[config.mk]
export PLATFORM = sky130hd
export DESIGN_NAME = jt03_dac_rx
export DESIGN_NICKNAME = d
export VERILOG_FILES = /design/src/rtl/jt03_dac_rx.sv
export SDC_FILE = /design/constraint.sdc
export NUM_CORES = 1
export LEC_CHECK = 0
export ABC_AREA = 0
export CAP_MARGIN = 0
export CORE_MARGIN = 2
export CORE_UTILIZATION = 40
export DETAILED_ROUTE_END_ITERATION = 16
export GPL_ROUTABILITY_DRIVEN = 0
export PLACE_DENSITY = 0.72
export SLEW_MARGIN = 20
export SYNTH_ARGS = -nofsm -noshare
export SYNTH_HDL_FRONTEND = slang
export SYNTH_SLANG_ARGS = --single-unit
[constraint.sdc]
create_clock -name clk -period 3 [get_ports clk]
set_clock_uncertainty 0.05 [all_clocks]
set_input_delay 0.6 -clock clk [delete_from_list [all_inputs] [get_ports clk]]
set_output_delay 0.6 -clock clk [all_outputs]
set_load 0.03 [all_outputs]
[src/rtl/jt03_dac_rx.sv]
// jt03_dac_rx: receiver for the YM3014-style floating-point serial DAC stream.
// Deserialises 16-bit MSB-first frames, rebuilds a signed 16-bit linear
// sample from the 10-bit mantissa / 3-bit exponent pair and tracks frame
// alignment with a HUNT/LOCK state machine.
module jt03_dac_rx #(
  parameter int LOCK_FRAMES = 2
) (
  input  logic        clk,
  input  logic        rst_n,
  input  logic        clk_en,
  input  logic        sd,
  input  logic        load,
  output logic [15:0] snd,
  output logic        snd_valid,
  output logic        locked,
  output logic        frame_err
);

  localparam int GW = $clog2(LOCK_FRAMES + 1);

  typedef enum logic {
    HUNT,
    LOCK
  } state_t;

  state_t         state, state_nxt;
  logic [15:0]    sr;
  logic [4:0]     bit_cnt, bit_cnt_nxt;
  logic [GW-1:0]  good_cnt, good_nxt;

  logic [15:0]        word;
  logic [4:0]         cnt_inc;
  logic [9:0]         mant;
  logic [2:0]         expo;
  logic signed [9:0]  s10;
  logic signed [15:0] s16;
  logic signed [15:0] conv;
  logic               good_frame;
  logic               upd;
  logic               err;

  // Padding bits f[15:13] travel through the shift register but carry no data.
  logic unused_pad;
  assign unused_pad = ^word[15:13];

  assign locked = (state == LOCK);

  // Frame assembly and float-to-linear conversion of the word ending in sd.
  always_comb begin
    word    = {sr[14:0], sd};
    cnt_inc = (bit_cnt == 5'd31) ? 5'd31 : bit_cnt + 5'd1;
    mant    = word[12:3];
    expo    = word[2:0];
    s10     = {~mant[9], mant[8:0]};
    s16     = {{6{s10[9]}}, s10};
    if (expo == 3'd0) conv = s16 >>> 1;
    else              conv = s16 <<< (expo - 3'd1);
    good_frame = (cnt_inc == 5'd16);
  end

  // Next-state logic: frame checks only happen on enabled load cycles.
  always_comb begin
    // NOTE: every output of this block is given a default first so no path
    // leaves a variable unassigned, which would infer a latch.
    state_nxt   = state;
    good_nxt    = good_cnt;
    bit_cnt_nxt = bit_cnt;
    upd         = 1'b0;
    err         = 1'b0;
    if (clk_en) begin
      bit_cnt_nxt = load ? 5'd0 : cnt_inc;
      if (load) begin
        case (state)
          HUNT: begin
            if (good_frame) begin
              if (good_cnt + GW'(1) >= GW'(LOCK_FRAMES)) begin
                state_nxt = LOCK;
                good_nxt  = '0;
                upd       = 1'b1;
              end else begin
                good_nxt = good_cnt + GW'(1);
              end
            end else begin
              err      = 1'b1;
              good_nxt = '0;
            end
          end
          LOCK: begin
            if (good_frame) begin
              upd = 1'b1;
            end else begin
              err       = 1'b1;
              state_nxt = HUNT;
              good_nxt  = '0;
            end
          end
          default: state_nxt = HUNT;
        endcase
      end
    end
  end

  // State, shift register and registered outputs; pulses self-clear each clk.
  always_ff @(posedge clk or negedge rst_n) begin
    if (!rst_n) begin
      state     <= HUNT;
      sr        <= '0;
      bit_cnt   <= '0;
      good_cnt  <= '0;
      snd       <= '0;
      snd_valid <= 1'b0;
      frame_err <= 1'b0;
    end else begin
      // NOTE: sequential state uses non-blocking assignments so every register
      // samples the pre-edge values regardless of statement order.
      state     <= state_nxt;
      good_cnt  <= good_nxt;
      bit_cnt   <= bit_cnt_nxt;
      snd_valid <= upd;
      frame_err <= err;
      if (clk_en) sr <= word;
      if (upd) snd <= conv;
    end
  end

endmodule

==> out/metrics.cfg, run 1 <==
[run_status]
outcome = finished, final reports clean

[critical_path]
path_class = reg2reg
setup.worst_path.start_class = register
cp_max_fo = 11
arrival_ps = 2690
critPathRequiredTime_ps = 3130
crit_path_end_kind = register

[timing]
setup_violations = 0
tightest_slew_ps = 806
fin_tns_setup_ps = 0
hold_violations = 0
drv_slew = 0
min_period_ps = 2550
rsz0062_at_grt = no
max_slew_margin_pct = 46.3
fin_crit_sh_pct = 85.0
max_freq_mhz = 392

[floorplanning]
start_util_pct = 41.2
dieArea_sq_mm = 0.00629
boundaryPins = 24
coreArea_sq_mm = 0.00551
die_w_microns = 79.3
die_height_microns = 79.3
num_rows = 27

[job]
drv_cap = 0

[grt]
grt_first_pass_wirelength_microns = 8000
grt_use_met3_pct = 3.52
overflow = 0
top_usage_layer = met2
grt_usage_pct = 16.2
grt_max_degree = 39
met1_usage_pct = 22.5
first_global_vias = 1620
grt_use_met2_pct = 24.6
antenna_found_initial = 0

[clock_network]
post-cts-setup-buffers = 0
cts_resized = 0
htree_levels = 2
tritoncts = yes
clockRootBuffer = clkbuf_8
cts.sinks = 38
cts.reportedPaths.clkPinSlew_ps = 80
postCtsHoldBufs = 0
clock_latency_ps = 300
cts_buffer_depth = 2
numCtsBuffers = 5

[cells_and_area]
antenna_cells = 0
fin_area_sq_mm = 0.00267
drive_gt1_share_pct = 20.9
final_net_count = 247
area_growth_pct = 17.5

[synthesis]
synth_edf_count = 0
synth_ff_type = dfrtp_1
yosys.area.top_type = dfrtp_1
synthTopCellsByArea = dfrtp_1 (42%), mux2_2 (8.4%), mux4_2 (7.0%), a21oi_1 (2.9%), nand2_1 (2.8%)
ys_ff_latch = 38
yosys-top-cells-count = dfrtp_1 (38), mux2_2 (17), nand2_1 (17), inv_1 (15), a21oi_1 (13)
ys_types = 55
yosys_warnings = 0
ys_seq_area_share_pct = 41.9
syn_nets = 223
syn_inst = 214
avgSynthCellArea_sq_um = 10.6
synth_top_area_share_pct = 41.9
synth_most_common_cell = dfrtp_1
synth_area_sq_mm = 0.00227
async_flop_share_pct = 100

[route]
vias_per_cell = 5.78
firstDrtPassIters = 5
wl_per_cell_microns = 14.9
drt_iter0_drc = 161
ant_nets = 0
wirelength_microns = 4650
vias = 1797
route.detailed.drc = 0

[pwr]
powerDensity_mw_per_mm2 = 555
peakVddDrop_mv = 0.190
power.leakage_nw = 1.17

[place]
dpl_cell_area_sq_mm = 0.00255
hpwl_microns = 3440
io_buffers = 23

[worst_hold_path]
hold_path_class = in2async

worst paths after layout:
check	start	depth (start not counted)	end	slack, ps
max reg2reg	bit_cnt[0]	5	snd[3]	450
min	rst_n	1	snd[4]	340
max in group asynchronous	rst_n	1	bit_cnt[2]	2050
min in group clk	sr[0]	2	sr[1]	440
max	bit_cnt[0]	5	snd[3]	450
min reg2reg	sr[0]	2	sr[1]	440
report_power, final:
group,switching [mW],internal [mW]
clock network,0.186,0.248
registers,0.0926,0.564
logic,0.195,0.195
total,0.473,1.01
cells in the final DEF, fill, tap and decap left out, types with 4 or more instances in the layout:
| cell | n |
|---|---|
| mux2_2 | 17 |
| nand2_1 | 17 |
| nor2_1 | 6 |
| ha_1 | 4 |
| inv_1 | 15 |
| mux4_2 | 7 |
| clkdlybuf4s50_1 | 22 |
| clkbuf_8 | 5 |
| dfrtp_1 | 38 |
| a21oi_1 | 13 |
| a22o_1 | 4 |
| buf_4 | 11 |
| a31oi_1 | 10 |
| o21ai_0 | 12 |
worst max-delay path, stage by stage, from the launching register on:
cell and delay (ps):
dfrtp_1 430, ha_1 310, a21bo_1 230, a2111oi_2 460, and3_1 570, mux2_2 390
per-stage QoR:
step / power [mW] / hold WS [ps] / setup WS, ps / cells / util (%)
2_1_floorplan: 0.932 / 254 / 261 / 214 / -
3_3_place_gp: 1.04 / 419 / 248 / 303 / 46.4
3_5_place_dp: 1.05 / 432 / 204 / 303 / 46.4
4_1_cts: 1.48 / 382 / 442 / 311 / 48.4
5_1_grt: 1.56 / 417 / 311 / 311 / 48.4
6_report: 1.48 / 338 / 449 / 311 / 48.4
layer usage:
layer,wire length [microns],part of all wire [%]
met3,293,6.3
met4,99,2.1
met1,2100,45
met2,2160,46
met5,0,0
flip-flops by register name (all words and copies together), names as in the netlist:
| register | count |
|---|---|
| snd_valid | 1 |
| frame_err | 1 |
| locked | 1 |
| sr | 12 |
| bit_cnt | 5 |
| good_cnt | 2 |
| snd | 16 |
final cells by class:
| type | instances | area (sq um) |
|---|---|---|
| fillers | 500 | 2840 |
| flip-flops and latches | 38 | 951 |
| repair buffers | 34 | 308 |
| clock inverters | 2 | 37.5 |
| clock buffers | 6 | 72.6 |
| inverters | 15 | 56.3 |
| multi-input cells | 144 | 1150 |
| well taps | 72 | 90.1 |
logic make-up (layout without fill, tap and decap cells):
group / count (synthesis) / after routing / share of synthesized area [%]
AND/OR/NAND/NOR: 47 / 47 / 11.0
flip-flops: 38 / 38 / 41.9
buffers and inverters: 32 / 57 / 7.34
AO/OA/AOI/OAI: 66 / 66 / 20.6
adder cells (fa/ha/maj): 4 / 4 / 2.21
multiplexers: 27 / 27 / 16.8
No activity file was read; power rests on OpenSTA's default activity.
==> inputs of run 2 (changes only) <==
--- a/config.mk
+++ b/config.mk
@@ -5,13 +5,15 @@
 export SDC_FILE = /design/constraint.sdc
 export NUM_CORES = 1
 export LEC_CHECK = 0
-export ABC_AREA = 0
+export ABC_AREA = 1
 export CAP_MARGIN = 0
+export CELL_PAD_IN_SITES_DETAIL_PLACEMENT = 1
+export CELL_PAD_IN_SITES_GLOBAL_PLACEMENT = 1
 export CORE_MARGIN = 2
 export CORE_UTILIZATION = 40
 export DETAILED_ROUTE_END_ITERATION = 16
 export GPL_ROUTABILITY_DRIVEN = 0
-export PLACE_DENSITY = 0.72
+export PLACE_DENSITY_LB_ADDON = 0.25
 export SLEW_MARGIN = 20
 export SYNTH_ARGS = -nofsm -noshare
 export SYNTH_HDL_FRONTEND = slang
==> out/metrics.cfg, run 2 <==
[synthesis]
synth_ff_type = dfrtp_1  ; unchanged
ys_types = 21  ; was 55
ys_seq_area_share_pct = 45.7  ; was 41.9%
synthTopCellsByArea = dfrtp_1 (46%), nand2_1 (25%), inv_1 (6.3%), o21ai_0 (6.3%), nand3_1 (3.6%)  ; was dfrtp_1 (42%), mux2_2 (8.4%), mux4_2 (7.0%), a21oi_1 (2.9%), nand2_1 (2.8%)
synth_most_common_cell = nand2_1  ; was dfrtp_1
syn_inst = 295  ; was 214
synth_top_area_share_pct = 45.7  ; was 41.9%
yosys.area.top_type = dfrtp_1  ; unchanged
avgSynthCellArea_sq_um = 7.06  ; was 10.6 sq um
yosys-top-cells-count = nand2_1 (136), dfrtp_1 (38), inv_1 (35), o21ai_0 (26), nand3_1 (15)  ; was dfrtp_1 (38), mux2_2 (17), nand2_1 (17), inv_1 (15), a21oi_1 (13)
async_flop_share_pct = 100  ; unchanged
yosys_warnings = 0  ; unchanged
synth_area_sq_mm = 0.00208  ; was 0.00227 sq mm
syn_nets = 304  ; was 223
synth_edf_count = 0  ; unchanged
ys_ff_latch = 38  ; unchanged

[cells_and_area]
reg_top3 = snd (16), sr (12), bit_cnt (5)  ; unchanged
max_flop_register = snd  ; unchanged
drive_gt1_share_pct = 5.38  ; was 20.9%
mostFrequentLayoutCells = nand2_1 (136), dfrtp_1 (38), inv_1 (35)  ; was dfrtp_1 (38), clkdlybuf4s50_1 (22), nand2_1 (17), mux2_2 (17), inv_1 (15)
final_common_cell = nand2_1  ; was dfrtp_1
fin_area_sq_mm = 0.00247  ; was 0.00267 sq mm
antenna_cells = 0  ; unchanged
largest_register_ffs = 16  ; unchanged
fill_cells = 681  ; was 500
area_growth_pct = 18.7  ; was 17.5%
final_net_count = 324  ; was 247

[critical_path]
critPathRequiredTime_ps = 3140  ; was 3130 ps
crit_path_end_kind = register  ; unchanged
arrival_ps = 2450  ; was 2690 ps
path_class = in2reg  ; was reg2reg
cp_max_fo = 12  ; was 11
setup.worst_path.start_class = input pin  ; was register

[floorplanning]
num_rows = 26  ; was 27
coreArea_sq_mm = 0.00507  ; was 0.00551 sq mm
start_util_pct = 41.0  ; was 41.2%
die_height_microns = 76.1  ; was 79.3 microns
dieArea_sq_mm = 0.00580  ; was 0.00629 sq mm
boundaryPins = 24  ; unchanged
die_w_microns = 76.1  ; was 79.3 microns

[grt]
overflow = 0  ; unchanged
grt_first_pass_wirelength_microns = 9270  ; was 8000 microns
first_global_vias = 1926  ; was 1,620
antenna_found_initial = 0  ; unchanged
grt_usage_pct = 19.8  ; was 16.2%
grt_max_degree = 39  ; unchanged

[pwr]
p_clk_share_pct = 39.3  ; was 29.3%
power_mw = 1.34  ; was 1.48 mW
power.leakage_nw = 1.29  ; was 1.17 nW
comb_power_share_pct = 18.2  ; was 26.4%
p_seq_share_pct = 42.6  ; was 44.3%
internal_power_uw = 948  ; was 1.01 mW
peakVddDrop_mv = 0.225  ; was 0.190 mV
powerDensity_mw_per_mm2 = 543  ; was 555 mW/mm^2
p_switching_uw = 393  ; was 473 uW
switching_share_pct = 29.3  ; was 32.0%

[clock_network]
postCtsHoldBufs = 0  ; unchanged
cts.sinks = 38  ; unchanged
tritoncts = yes  ; unchanged
clockRootBuffer = clkbuf_8  ; unchanged
cts_resized = 0  ; unchanged
cts_buffer_depth = 2  ; unchanged
cts.reportedPaths.clkPinSlew_ps = 80  ; about the same
numCtsBuffers = 5  ; unchanged
clock_latency_ps = 300  ; about the same
post-cts-setup-buffers = 0  ; unchanged
htree_levels = 2  ; unchanged

[job]
drv_cap = 0  ; unchanged

[route]
ant_nets = 0  ; unchanged
wl_per_cell_microns = 13.2  ; was 14.9 microns
route.detailed.drc = 0  ; unchanged
vias_per_cell = 4.83  ; was 5.78
vias = 1866  ; was 1,797
wirelength_microns = 5110  ; was 4650 microns
firstDrtPassIters = 4  ; was 5
drt_iter0_drc = 99  ; was 161

[timing]
whs_ps = 344  ; was 338 ps
fin_crit_sh_pct = 77.0  ; was 85.0%
hold_violations = 0  ; unchanged
layout_setup_ws_ps = 689  ; was 449 ps
setup_violations = 0  ; unchanged
min_period_ps = 2310  ; was 2550 ps
max_slew_margin_pct = 43.7  ; was 46.3%
max_freq_mhz = 433  ; was 392 MHz
tightest_slew_ps = 845  ; was 806 ps
rsz0062_at_grt = no  ; unchanged
drv_slew = 0  ; unchanged
fin_tns_setup_ps = 0  ; unchanged

[worst_hold_path]
hold_path_class = in2async  ; unchanged

[place]
hpwl_microns = 3780  ; was 3440 microns
dpl_worst_slack_ps = 375  ; was 204 ps
io_buffers = 23  ; unchanged
dpl_cell_area_sq_mm = 0.00233  ; was 0.00255 sq mm

[run_status]
outcome = finished, final reports clean  ; unchanged

==> run 2: changes by cell type in the layout (fill, tap and decap cells not counted), moves of 7 or more <==
cell	before	now
a31oi_1	10	0
inv_1	15	35
o21ai_0	12	26
mux2_2	17	0
a21oi_1	13	3
nand3_1	3	15
nand2_1	17	136
buf_4	11	2
mux4_2	7	0
==> run 2: power groups by stage <==
| stage | clock network, mW | logic (mW) | registers, mW |
|---|---|---|---|
| 3_5_place_dp | 0 | 0.243 | 0.581 |
| 4_1_cts | 0.539 | 0.246 | 0.570 |
| 3_3_place_gp | 0 | 0.239 | 0.578 |
| 5_1_grt | 0.561 | 0.286 | 0.576 |
| 6_report | 0.527 | 0.244 | 0.571 |
| 2_1_floorplan | 0 | 0.175 | 0.573 |
==> run 2: cells by family (layout without fill, tap and decap cells) <==
family | Yosys count | count (layout) | share of synthesized area [%]
and+or+nand+nor | 169 | 169 | 32.5
buffers and inverters | 48 | 69 | 10.2
DFF | 38 | 38 | 45.7
AOI/OAI and AO/OA | 36 | 36 | 9.25
adders and majority gates | 4 | 4 | 2.40
==> run 2: area by class of cell <==
type | instances | area, sq um | share of cell area [%]
Sequential cell | 38 | 951 | 38.5
Multi-Input combinational cell | 209 | 920 | 37.2
Timing Repair Buffer | 25 | 240 | 9.72
Inverter | 36 | 135 | 5.47
Tap cell | 70 | 87.6 | 3.54
Clock buffer | 5 | 68.8 | 2.78
Clock inverter | 3 | 68.8 | 2.78
==> run 2: layer usage <==
metal  vias to the layer above  GRT usage [%]  part of all wire (%)
li1                        955              -                     -
met1                       882           27.3                    52
met2                        23           31.5                    44
met3                         6           4.38                   2.5
met4                         0           5.45                   1.1
met5                         -              0                     0
==> run 2: worst paths after layout <==
check	startpoint	end	slack, ps	depth (start not counted)
min	rst_n	frame_err	340	1
min in group clk	snd[9]	snd[9]	430	2
max reg2reg	bit_cnt[0]	snd[6]	870	10
min reg2reg	snd[9]	snd[9]	430	2
max in group asynchronous	rst_n	sr[11]	2010	1
max	sd	snd[4]	690	11
==> run 2: worst max-delay path, cell delays in order <==
cell	delay (ps)
clkdlybuf4s50_1	480
inv_1	70
ha_1	210
nand2_2	130
inv_1	130
a21oi_2	440
inv_1	100
nor2_1	130
nor2_1	60
nand2_1	60
nand2_1	50
==> run 2: through the flow <==
stage / util [%] / std cells
final: 48.7 / 386
after floorplan: - / 295
after CTS: 48.7 / 386
after global placement: 46.0 / 378
after detailed placement: 46.0 / 378
after global routing: 48.7 / 386
==> inputs of run 3 (changes only) <==
==> constraint.sdc (replaced) <==
create_clock -name clk -period 2.4 [get_ports clk]
set_clock_uncertainty 0.05 [all_clocks]
set_input_delay 0.48 -clock clk [delete_from_list [all_inputs] [get_ports clk]]
set_output_delay 0.48 -clock clk [all_outputs]
set_load 0.03 [all_outputs]
==> out/metrics.cfg, run 3 (synthesized netlist as in run 2, its figures left out) <==
[floorplanning]
coreArea_sq_mm = 0.00507  ; unchanged
die_height_microns = 76.1  ; unchanged
start_util_pct = 41.0  ; unchanged
boundaryPins = 24  ; unchanged
dieArea_sq_mm = 0.00580  ; unchanged
die_w_microns = 76.1  ; unchanged
num_rows = 26  ; unchanged

[timing]
fin_tns_setup_ps = 0  ; unchanged
min_period_ps = 1980
layout_setup_ws_ps = 424  ; was 689 ps
fin_crit_sh_pct = 82.3
tightest_slew_ps = 843  ; was 845 ps
rsz0062_at_grt = no  ; unchanged
drv_slew = 0  ; unchanged
hold_violations = 0  ; unchanged
setup_violations = 0  ; unchanged
max_slew_margin_pct = 43.8  ; was 43.7%
max_freq_mhz = 506

[critical_path]
cp_max_fo = 11  ; was 12
crit_path_end_kind = register  ; unchanged
path_cells = clkdlybuf4s50_1, inv_1, ha_1, inv_1, nand3_1, nand2_1, nand2_1, nand3_1, nand2_1, nand2_1  ; was clkdlybuf4s50_1, inv_1, ha_1, nand2_2, inv_1, a21oi_2, inv_1, nor2_1, nor2_1, nand2_1, nand2_1
cp_slowest_stage_delay_ps = 480  ; about the same
critPathSlowestCell = clkdlybuf4s50_1  ; unchanged
critPathRequiredTime_ps = 2580  ; was 3140 ps
crit_path_frequent_cell = nand2_1  ; was inv_1
arrival_ps = 2150  ; was 2450 ps
crit_buf_inv = 3  ; was 4
path_class = in2reg  ; unchanged
critPathTopFamily = buffers and inverters  ; unchanged
setup.worst_path.start_class = input pin  ; unchanged

[route]
vias = 1865  ; was 1,866
drt_iter0_drc = 59  ; was 99
firstDrtPassIters = 4  ; unchanged
wirelength_microns = 4960  ; was 5110 microns
vias_per_cell = 4.78  ; was 4.83
ant_nets = 0  ; unchanged
wl_per_cell_microns = 12.7  ; was 13.2 microns
route.detailed.drc = 0  ; unchanged

[clock_network]
post-cts-setup-buffers = 0  ; unchanged
cts_buffer_depth = 2  ; unchanged
postCtsHoldBufs = 0  ; unchanged
cts.reportedPaths.clkPinSlew_ps = 80  ; about the same
cts_resized = 0  ; unchanged
numCtsBuffers = 5  ; unchanged
clockRootBuffer = clkbuf_8  ; unchanged
cts.sinks = 38  ; unchanged
clock_latency_ps = 290  ; was 300 ps
htree_levels = 2  ; unchanged
tritoncts = yes  ; unchanged

[pwr]
powerDensity_mw_per_mm2 = 604  ; was 543 mW/mm^2
peakVddDrop_mv = 0.278  ; was 0.225 mV
power.leakage_nw = 1.28  ; was 1.29 nW
power_mw = 1.48  ; was 1.34 mW

[grt]
grt_usage_pct = 18.9  ; was 19.8%
met1_usage_pct = 28.0  ; was 27.3%
top_usage_layer = met2  ; unchanged
overflow = 0  ; unchanged
grt_use_met3_pct = 2.61  ; was 4.38%
first_global_vias = 1902  ; was 1,926
grt_max_degree = 39  ; unchanged
antenna_found_initial = 0  ; unchanged
grt_first_pass_wirelength_microns = 9030  ; was 9270 microns
grt_use_met2_pct = 29.0  ; was 31.5%

[job]
drv_cap = 0  ; unchanged

[cells_and_area]
final_common_cell = nand2_1  ; unchanged
antenna_cells = 0  ; unchanged
fin_area_sq_mm = 0.00246  ; was 0.00247 sq mm
max_flop_register = snd  ; unchanged
drive_gt1_share_pct = 6.56  ; was 5.38%
largest_register_ffs = 16  ; unchanged
utilization_pct = 48.4  ; was 48.7%
reg_top3 = snd (16), sr (12), bit_cnt (5)  ; unchanged
area_growth_pct = 18.1  ; was 18.7%
final_net_count = 328  ; was 324
mostFrequentLayoutCells = nand2_1 (136), dfrtp_1 (38), inv_1 (35)  ; unchanged

[place]
dpl_worst_slack_ps = 150  ; was 375 ps
dpl_cell_area_sq_mm = 0.00236  ; was 0.00233 sq mm
hpwl_microns = 3770  ; was 3780 microns
io_buffers = 23  ; unchanged

[worst_hold_path]
hold_path_class = in2async  ; unchanged

[run_status]
outcome = finished, final reports clean  ; unchanged

## run 3: changes by cell type in the layout (fill, tap and decap cells not counted), sizes merged
cell,previous run,this run
buf,3,7
bufinv,2,0
clkbuf,5,6
clkinvlp,0,1
## run 3: final timing paths
| path | endpoint | start | cells past startpoint | slack (ps) |
|---|---|---|---|---|
| max in group asynchronous | sr[7] | rst_n | 1 | 1530 |
| worst max register to register | snd[13] | bit_cnt[0] | 10 | 590 |
| worst max-delay path | snd[6] | sd | 10 | 420 |
| min in group clk | snd[5] | snd[5] | 2 | 440 |
| worst min-delay path | frame_err | rst_n | 1 | 240 |
| worst min register to register | snd[5] | snd[5] | 2 | 440 |
## run 3: layout make-up
type / instances / area, sq um
multi-input combinational: 209 / 920
inverter: 36 / 135
timing repair buffer: 29 / 270
clock buffer: 6 / 82.6
clock inverter: 2 / 12.5
fill: 679 / 2620
tap: 70 / 87.6
sequential: 38 / 951
## run 3: power by group
part | internal, mW | total, mW | switching (mW)
clock network | 0.231 | 0.457 | 0.227
logic | 0.101 | 0.315 | 0.214
registers | 0.676 | 0.712 | 0.0358
total | 1.01 | 1.48 | 0.476
## run 3: layer usage
metal  up-vias  wire, microns
met2        30           2170
met1       869           2610
met5         -              0
li1        960              -
met3         6            135
met4         0             46
## run 3: metrics by stage
| step | instances | hold WS [ps] |
|---|---|---|
| global placement | 382 | 412 |
| detailed placement | 382 | 424 |
| CTS | 390 | 265 |
| floorplan | 295 | 134 |
| global route | 390 | 298 |
| finish | 390 | 237 |
